File: config.mk
export PLATFORM = sky130hd
export DESIGN_NAME = prim_flop_en_arb_flat
export DESIGN_NICKNAME = d
export VERILOG_FILES = /design/src/rtl/prim_flop_en_arb_pkg.sv /design/src/rtl/prim_flop_en_arb_if.sv /design/src/rtl/prim_flop_en.sv /design/src/rtl/prim_flop_en_arb.sv /design/src/flat_wrapper.sv
export SDC_FILE = /design/constraint.sdc
export NUM_CORES = 1
export LEC_CHECK = 0
export ABC_AREA = 1
export BUFFER_PORTS_ARGS = -buffer_cell sky130_fd_sc_hd__buf_2
export CELL_PAD_IN_SITES_DETAIL_PLACEMENT = 0
export CELL_PAD_IN_SITES_GLOBAL_PLACEMENT = 1
export CORE_ASPECT_RATIO = 0.7
export CORE_MARGIN = 1.5
export CORE_UTILIZATION = 29
export CTS_CLUSTER_SIZE = 12
export DETAILED_ROUTE_END_ITERATION = 8
export PLACE_DENSITY = 0.71
export REMOVE_ABC_BUFFERS = 1
export SYNTH_ARGS = -nofsm -noshare
export SYNTH_HDL_FRONTEND = slang
export SYNTH_SLANG_ARGS = --single-unit
File: constraint.sdc
create_clock -name clk_i -period 1.2 [get_ports clk_i]
set_input_delay 0.06 -clock clk_i [delete_from_list [all_inputs] [get_ports clk_i]]
set_output_delay 0.06 -clock clk_i [all_outputs]
set_load 0.005 [all_outputs]
File: src/rtl/prim_flop_en_arb_pkg.sv
// Shared types and helpers for the round-robin write arbiter in front of prim_flop_en.
package prim_flop_en_arb_pkg;

  typedef enum logic {
    Unlocked = 1'b0,
    Locked   = 1'b1
  } lock_state_e;

  // Keeps the priority pointer at least one bit wide when there is a single requester.
  function automatic int unsigned ptr_width(int unsigned num_req);
    return (num_req > 1) ? $clog2(num_req) : 1;
  endfunction

endpackage

File: src/rtl/prim_flop_en_arb_if.sv
// Requester-side and register-side signals of the write arbiter, grouped as one bundle.
interface prim_flop_en_arb_if #(
  parameter int unsigned NumReq   = 2,
  parameter int unsigned Width    = 8,
  parameter int unsigned CntWidth = 8
) ();

  logic [NumReq-1:0]            req_i;
  logic [NumReq-1:0][Width-1:0] data_i;
  logic [NumReq-1:0]            gnt_o;
  logic                         lock_i;
  logic                         locked_o;
  logic [Width-1:0]             q_o;
  logic                         upd_o;
  logic                         err_o;
  logic [CntWidth-1:0]          wr_cnt_o;

  modport master (
    output req_i, data_i, lock_i,
    input  gnt_o, locked_o, q_o, upd_o, err_o, wr_cnt_o
  );

  modport slave (
    input  req_i, data_i, lock_i,
    output gnt_o, locked_o, q_o, upd_o, err_o, wr_cnt_o
  );

endinterface

File: src/rtl/prim_flop_en.sv
// Enable flop with asynchronous active-low reset to a parameterised value.
module prim_flop_en #(
  parameter int unsigned      Width      = 1,
  parameter bit               EnSecBuf   = 1'b0,
  parameter logic [Width-1:0] ResetValue = '0
) (
  input  logic             clk_i,
  input  logic             rst_ni,
  input  logic             en_i,
  input  logic [Width-1:0] d_i,
  output logic [Width-1:0] q_o
);

  logic en;

  if (EnSecBuf) begin : gen_en_buf
    // Hook for a hardened buffer cell on the enable; functionally transparent here.
    assign en = en_i;
  end else begin : gen_en_direct
    assign en = en_i;
  end

  always_ff @(posedge clk_i or negedge rst_ni) begin
    if (!rst_ni) begin
      q_o <= ResetValue;
    end else if (en) begin
      q_o <= d_i;
    end
  end

endmodule

File: src/rtl/prim_flop_en_arb.sv
// Round-robin write arbiter for a shared enable flop, with sticky write lock and write statistics.
module prim_flop_en_arb
  import prim_flop_en_arb_pkg::*;
#(
  parameter int unsigned      NumReq     = 2,
  parameter int unsigned      Width      = 8,
  parameter logic [Width-1:0] ResetValue = '0,
  parameter int unsigned      CntWidth   = 8
) (
  input logic               clk_i,
  input logic               rst_ni,
  prim_flop_en_arb_if.slave bus
);

  localparam int unsigned PtrW = ptr_width(NumReq);

  logic [PtrW-1:0]     ptr_q, ptr_d;
  logic [NumReq-1:0]   gnt;
  logic                any_gnt;
  logic                en;
  logic                drop;
  logic [Width-1:0]    wdata;
  lock_state_e         lock_q;
  logic                upd_q;
  logic                err_q;
  logic [CntWidth-1:0] cnt_q;
  logic [Width-1:0]    q;

  // Two passes (indices at/above ptr, then below) stand in for a rotated priority search.
  always_comb begin
    int unsigned ptr_int;
    logic        found;
    gnt     = '0;
    ptr_d   = ptr_q;
    found   = 1'b0;
    ptr_int = int'(ptr_q);
    for (int unsigned i = 0; i < NumReq; i++) begin
      if (!found && bus.req_i[i] && (i >= ptr_int)) begin
        gnt[i] = 1'b1;
        found  = 1'b1;
        ptr_d  = (i == NumReq - 1) ? '0 : PtrW'(i + 1);
      end
    end
    for (int unsigned i = 0; i < NumReq; i++) begin
      if (!found && bus.req_i[i] && (i < ptr_int)) begin
        gnt[i] = 1'b1;
        found  = 1'b1;
        ptr_d  = (i == NumReq - 1) ? '0 : PtrW'(i + 1);
      end
    end
  end

  always_comb begin
    wdata = '0;
    for (int unsigned i = 0; i < NumReq; i++) begin
      wdata = wdata | (bus.data_i[i] & {Width{gnt[i]}});
    end
  end

  assign any_gnt = |gnt;
  assign en      = any_gnt & (lock_q == Unlocked);
  assign drop    = any_gnt & (lock_q == Locked);

  prim_flop_en #(
    .Width      (Width),
    .EnSecBuf   (1'b0),
    .ResetValue (ResetValue)
  ) u_flop (
    .clk_i  (clk_i),
    .rst_ni (rst_ni),
    .en_i   (en),
    .d_i    (wdata),
    .q_o    (q)
  );

  // Pointer also advances on dropped grants so locked requesters keep rotating.
  always_ff @(posedge clk_i or negedge rst_ni) begin
    if (!rst_ni) begin
      ptr_q <= '0;
    end else if (any_gnt) begin
      ptr_q <= ptr_d;
    end
  end

  always_ff @(posedge clk_i or negedge rst_ni) begin
    if (!rst_ni) begin
      lock_q <= Unlocked;
    end else if (bus.lock_i) begin
      lock_q <= Locked;
    end
  end

  always_ff @(posedge clk_i or negedge rst_ni) begin
    if (!rst_ni) begin
      upd_q <= 1'b0;
      err_q <= 1'b0;
      cnt_q <= '0;
    end else begin
      upd_q <= en;
      err_q <= drop;
      if (en && (cnt_q != '1)) begin
        cnt_q <= cnt_q + CntWidth'(1);
      end
    end
  end

  assign bus.gnt_o    = gnt;
  assign bus.locked_o = (lock_q == Locked);
  assign bus.q_o      = q;
  assign bus.upd_o    = upd_q;
  assign bus.err_o    = err_q;
  assign bus.wr_cnt_o = cnt_q;

endmodule

File: src/flat_wrapper.sv
// flat-port wrapper written by rule: the top's interface ports become plain ports
module prim_flop_en_arb_flat import prim_flop_en_arb_pkg::*;
#(
  parameter int unsigned      NumReq     = 2,
  parameter int unsigned      Width      = 8,
  parameter logic [Width-1:0] ResetValue = '0,
  parameter int unsigned      CntWidth   = 8
)
  (clk_i, rst_ni, bus_req_i, bus_data_i, bus_lock_i, bus_gnt_o, bus_locked_o, bus_q_o, bus_upd_o, bus_err_o, bus_wr_cnt_o);
  prim_flop_en_arb_if #(.NumReq(NumReq), .Width(Width), .CntWidth(CntWidth)) bus_i ();
  input logic clk_i;
  input logic rst_ni;
  input wire logic [$bits(bus_i.req_i)-1:0] bus_req_i;
  input wire logic [$bits(bus_i.data_i)-1:0] bus_data_i;
  input wire logic [$bits(bus_i.lock_i)-1:0] bus_lock_i;
  output wire logic [$bits(bus_i.gnt_o)-1:0] bus_gnt_o;
  output wire logic [$bits(bus_i.locked_o)-1:0] bus_locked_o;
  output wire logic [$bits(bus_i.q_o)-1:0] bus_q_o;
  output wire logic [$bits(bus_i.upd_o)-1:0] bus_upd_o;
  output wire logic [$bits(bus_i.err_o)-1:0] bus_err_o;
  output wire logic [$bits(bus_i.wr_cnt_o)-1:0] bus_wr_cnt_o;
  assign bus_i.req_i = bus_req_i;
  assign bus_i.data_i = bus_data_i;
  assign bus_i.lock_i = bus_lock_i;
  assign bus_gnt_o = bus_i.gnt_o;
  assign bus_locked_o = bus_i.locked_o;
  assign bus_q_o = bus_i.q_o;
  assign bus_upd_o = bus_i.upd_o;
  assign bus_err_o = bus_i.err_o;
  assign bus_wr_cnt_o = bus_i.wr_cnt_o;
  prim_flop_en_arb #(.NumReq(NumReq), .Width(Width), .ResetValue(ResetValue), .CntWidth(CntWidth)) u_core (.clk_i(clk_i), .rst_ni(rst_ni), .bus(bus_i));
endmodule
======== Word level (Yosys, flattened, before mapping) ========
Index checks and enable logic that the tools add are counted.
storage, ports and cells
  flip-flop bits (word level) ............. 20
  input port bits ......................... 21
  output and inout bits ................... 21
  word-level logic and storage cells ...... 33
operators by class
  add/subtract/negate cells ............... 1
  $lt $le $gt $ge ......................... 2
  eq/ne operators ......................... 1
  mux-type cells .......................... 7
  bitwise gates (word level) .............. 6
  reductions and logical operators ........ 10
operators with widths
  operator             number
  $and 8x8->8          2
  $add 8x1->8 const B  1
  $ne 8x8->1 const B   1
  $or 8x8->8           1
  $mux 1               7
  $logic_and 1x1->1    5
  $reduce_bool 3->1    1
  $and 1x1->1          2
  $logic_not 1->1      2
  $reduce_and 2->1     1
  $reduce_or 2->1      1
  $ge 1x1->1 const A   1
  $lt 1x1->1 const A   1
  $not 1->1            1

======== Depth between registers and ports, before layout ========
  depth in word-level cells ............... 13
  gate-level depth with buffers ........... 7

======== By module ========
Synthesis repeated with hierarchy kept, for this count alone.
second synthesis, totals
  cells, all modules ...................... 139
  area, all modules ....................... 1042.2 sq um
modules (own cells, without submodules)
  module            times used  cells an instance  area each (sq um)
  prim_flop_en_arb  1           105                737.0
  prim_flop_en      1           34                 305.3

======== Worst setup path before layout ========
OpenSTA, ideal clock, no wires.
  path type ............................... flip-flop to flip-flop
  start point ............................. reg u_core.cnt_q[0] (netlist: u_core.bus.wr_cnt_o[0])
  end point ............................... reg u_core.cnt_q[0] (netlist: u_core.bus.wr_cnt_o[0])
  library setup time ...................... 116 ps
  arrival time ............................ 1163 ps
  required time ........................... 1084 ps
  path slack .............................. -80 ps
  stages on the path, launching flop included .. 8
  path buffers ............................ 0
  clock period less this slack ............ 1280 ps
  cell sequence ........................... dfrtp_1 -> ha_1 -> nand3_1 -> inv_1 -> nand2_1 -> nand3_2 -> nand2_1 -> nand2_1
on the way
  word-level cells in the longest chain between the ends .. 2
ends and longest elaborated chain
  element                                              RTL line                 source
  from (decl)                                          prim_flop_en_arb.sv:26   logic [CntWidth-1:0] cnt_q;
  from (signal assigned)                               prim_flop_en_arb.sv:102  cnt_q <= cnt_q + CntWidth'(1);
  branches (longest 2 deep; another with $add 8x1->8)  -
Parallel ways; which one is timed is not known.
A chain may end at the register's enable or synchronous reset.

======== Worst setup path in the final report ========
  start point ............................. reg u_core.cnt_q[0] (netlist: u_core.bus.wr_cnt_o[0])
  end point ............................... reg u_core.cnt_q[4] (netlist: u_core.bus.wr_cnt_o[4])
The elaborated chain is that of the path after synthesis.

==> results.json <==
{
  "first_global_vias": 924,
  "fin_skew_ns": 0.003596,
  "synth_top_area_cell": "dfrtp_1",
  "grt_antenna_before_repair": 0,
  "synth_seq_cells": 20,
  "nets": 229,
  "postPlaceCellArea_um2": 1394,
  "p_int_uw": 1139,
  "arrival_ns": 1.30,
  "finalCriticalPeriod_ns": 1.160,
  "synth.distinct_cells": 17,
  "power_leakage_uw": 0.0008917,
  "grt_usage_pct": 12.93,
  "switching_share_pct": 23.81,
  "p_seq_share_pct": 49.8,
  "whs_ns": 0.09257,
  "yosysSeqAreaShare_pct": 46.95,
  "area_growth_pct": 43.19,
  "final_common_cell": "nand2_1",
  "worstSetupPathType": "reg2reg",
  "final_core_util_pct": 43.45,
  "hold_path_class": "in2reg",
  "cts_sinks": 20,
  "cp-end-kind": "flip-flop",
  "final_area_um2": 1526,
  "coreArea_um2": 3513,
  "crit_chain": "ha_2 > nand3_2 > inv_2 > nand2_2 > nand3_4 > nand2_1 > nand2_1",
  "avgViaCountPerCell": 4.027,
  "cts_max_level": 1,
  "setup_viol": 0,
  "num_rows": 18,
  "switching_power_uw": 355.8,
  "fin_crit_sh_pct": 96.68,
  "critical_path.max_fanout": 8,
  "worst_slack_ns": 0.03989,
  "critical_path.startpoint": "u_core.bus.wr_cnt_o[0]",
  "fp.dieH_um": 53.73,
  "p_clk_share_pct": 32.5,
  "crit_top_cell": "nand2_1",
  "status": "finished clean",
  "cts-buffers-inserted": 3,
  "io_pins": 42,
  "grt_max_degree": 21,
  "chipWidth_um": 75.47,
  "vias": 1031,
  "slew_violations": 0,
  "fillers": 373,
  "netlist_instances": 148,
  "rsz0062_at_grt": "yes",
  "ir_drop_uv": 588.7,
  "cts_tree": "built",
  "die_area_um2": 4054,
  "first_iter_violations": 27,
  "cp-start-kind": "flip-flop",
  "critPathSlowestCell": "dfrtp_1",
  "wl_per_cell_um": 9.297,
  "io_buffer_count": 41,
  "start_util_pct": 30.34,
  "clk_pin_slew_ns": 0.07,
  "place_ws_ns": -0.07188,
  "maxCapViolCount": 0,
  "firstDrtPassIters": 4,
  "pwr-share-comb_pct": 17.7,
  "clkLatencyLatePin_ns": 0.25,
  "antenna_cells": 0,
  "avgSynthCellArea_um2": 7.203,
  "postRouteAntennaNets": 0,
  "cpPeakStageDelay_ns": 0.39,
  "post-route-drc-count": 0,
  "clockRootBuffer": "clkbuf_8",
  "final_cell_mix": "nand2_1 (90), buf_2 (41), dfrtp_1 (19), buf_4 (11), inv_1 (9)",
  "grt_overflow": 0,
  "drt-total-wl_um": 2380,
  "place.gp.congestion": 0.8229,
  "grt_pass1_wl_um": 3953,
  "synth.area.top_cells": "dfrtp_1 (47%), nand2_1 (32%), inv_1 (4.2%), nor2_4 (2.1%), nand3_1 (1.9%)",
  "cp_data_required_time_ns": 1.34,
  "slew_headroom_pct": 69.52,
  "syn-cell-area_um2": 1066,
  "finalHoldViolCount": 0,
  "synth_top_cell_area_share_pct": 46.95,
  "power_density_nw_per_um2": 979.0,
  "r2r_start": "u_core.bus.wr_cnt_o[0]",
  "place_hpwl_um": 1863,
  "yosys_warnings": 0,
  "worst_pin_slew_ns": 0.4572,
  "drive_above_1_share_pct": 36.41,
  "fmax_mhz": 862.0,
  "cts_max_path_buffers": 2,
  "hold_path.startpoint": "bus_data_i[12]"
}
per-stage QoR:
stage / total power [uW] / cells / TNS, ns
global route: 1594 / 256 / -0.2521
floorplan: 868.5 / 148 / -0.6389
finish: 1494 / 256 / 0
detailed placement: 999.6 / 247 / -0.4987
CTS: 1512 / 253 / 0
global placement: 996.8 / 247 / -0.2582
metal layers:
layer | share of wire [%] | wire length (um) | GRT usage [%]
met5 | 0 | 0 | 0
met4 | 0.92 | 22 | 2.679
met3 | 1.9 | 46 | 3.371
met2 | 46 | 1087 | 21.35
met1 | 51 | 1223 | 17.25
power groups by stage:
stage          combinational [uW]  sequential, uW  clock [uW]
6_report                      264             745         485
3_3_place_gp                  244             753           0
5_1_grt                       303             749         542
4_1_cts                       253             743         516
3_5_place_dp                  245             755           0
2_1_floorplan                 105             763           0
Yosys cell counts (all sizes together):
library cell / instances
xnor2: 1
xor2: 2
or2: 1
dfrtp: 20
nand3: 6
nor2: 8
a21oi: 2
nand2: 93
inv: 14
ha: 1
final timing paths:
check,end,cells after the start,slack (ns)
max,u_core.bus.wr_cnt_o[4],7,0.04
min,u_core.u_flop.q_o[4],5,0.09
max reg2reg,u_core.bus.wr_cnt_o[4],7,0.04
min reg2reg,u_core.u_flop.q_o[2],2,0.47
max in group asynchronous,u_core.bus.wr_cnt_o[2],2,0.57
min in group asynchronous,u_core.bus.wr_cnt_o[6],2,0.29
logic make-up after synthesis:
kind of cell | synth area share [%]
AND/OR/NAND/NOR | 43.19
XOR/XNOR | 2.465
AO/OA/AOI/OAI | 1.291
buffers and inverters | 4.930
flip-flops | 46.95
adder cells (fa/ha/maj) | 1.174
flip-flops by register name, summed over array words and instances, names as in the netlist:
register	flops
u_core.bus.wr_cnt_o	8
u_core.u_flop.q_o	8
u_core.bus.err_o	1
u_core.bus.locked_o	1
u_core.bus.upd_o	1
u_core.ptr_q	1
critical path: cells and delay by family, from the launching register on:
family	cells	cell delay, ns
flops	1	0.39
fa+ha+maj	1	0.20
simple gates	5	0.42
buf+inv	1	0.04
area by class of cell:
| type | instances | area [um2] | area share, % |
|---|---|---|---|
| Clock buffer | 4 | 55.05 | 3.607 |
| Inverter | 14 | 52.55 | 3.443 |
| Multi-Input combinational cell | 114 | 546.8 | 35.82 |
| Sequential cell | 20 | 501.7 | 32.87 |
| Tap cell | 50 | 62.56 | 4.098 |
| Timing Repair Buffer | 54 | 307.8 | 20.16 |
what timing repair did:
item	4_1_cts	5_1_grt
resized for setup	3	8
hold buffers	2	0
endpoints found under the setup margin	8	17
pin swaps	0	5
endpoints found under the hold margin	21	0
setup buffers	0	3
(Power assumes the default switching activity.)
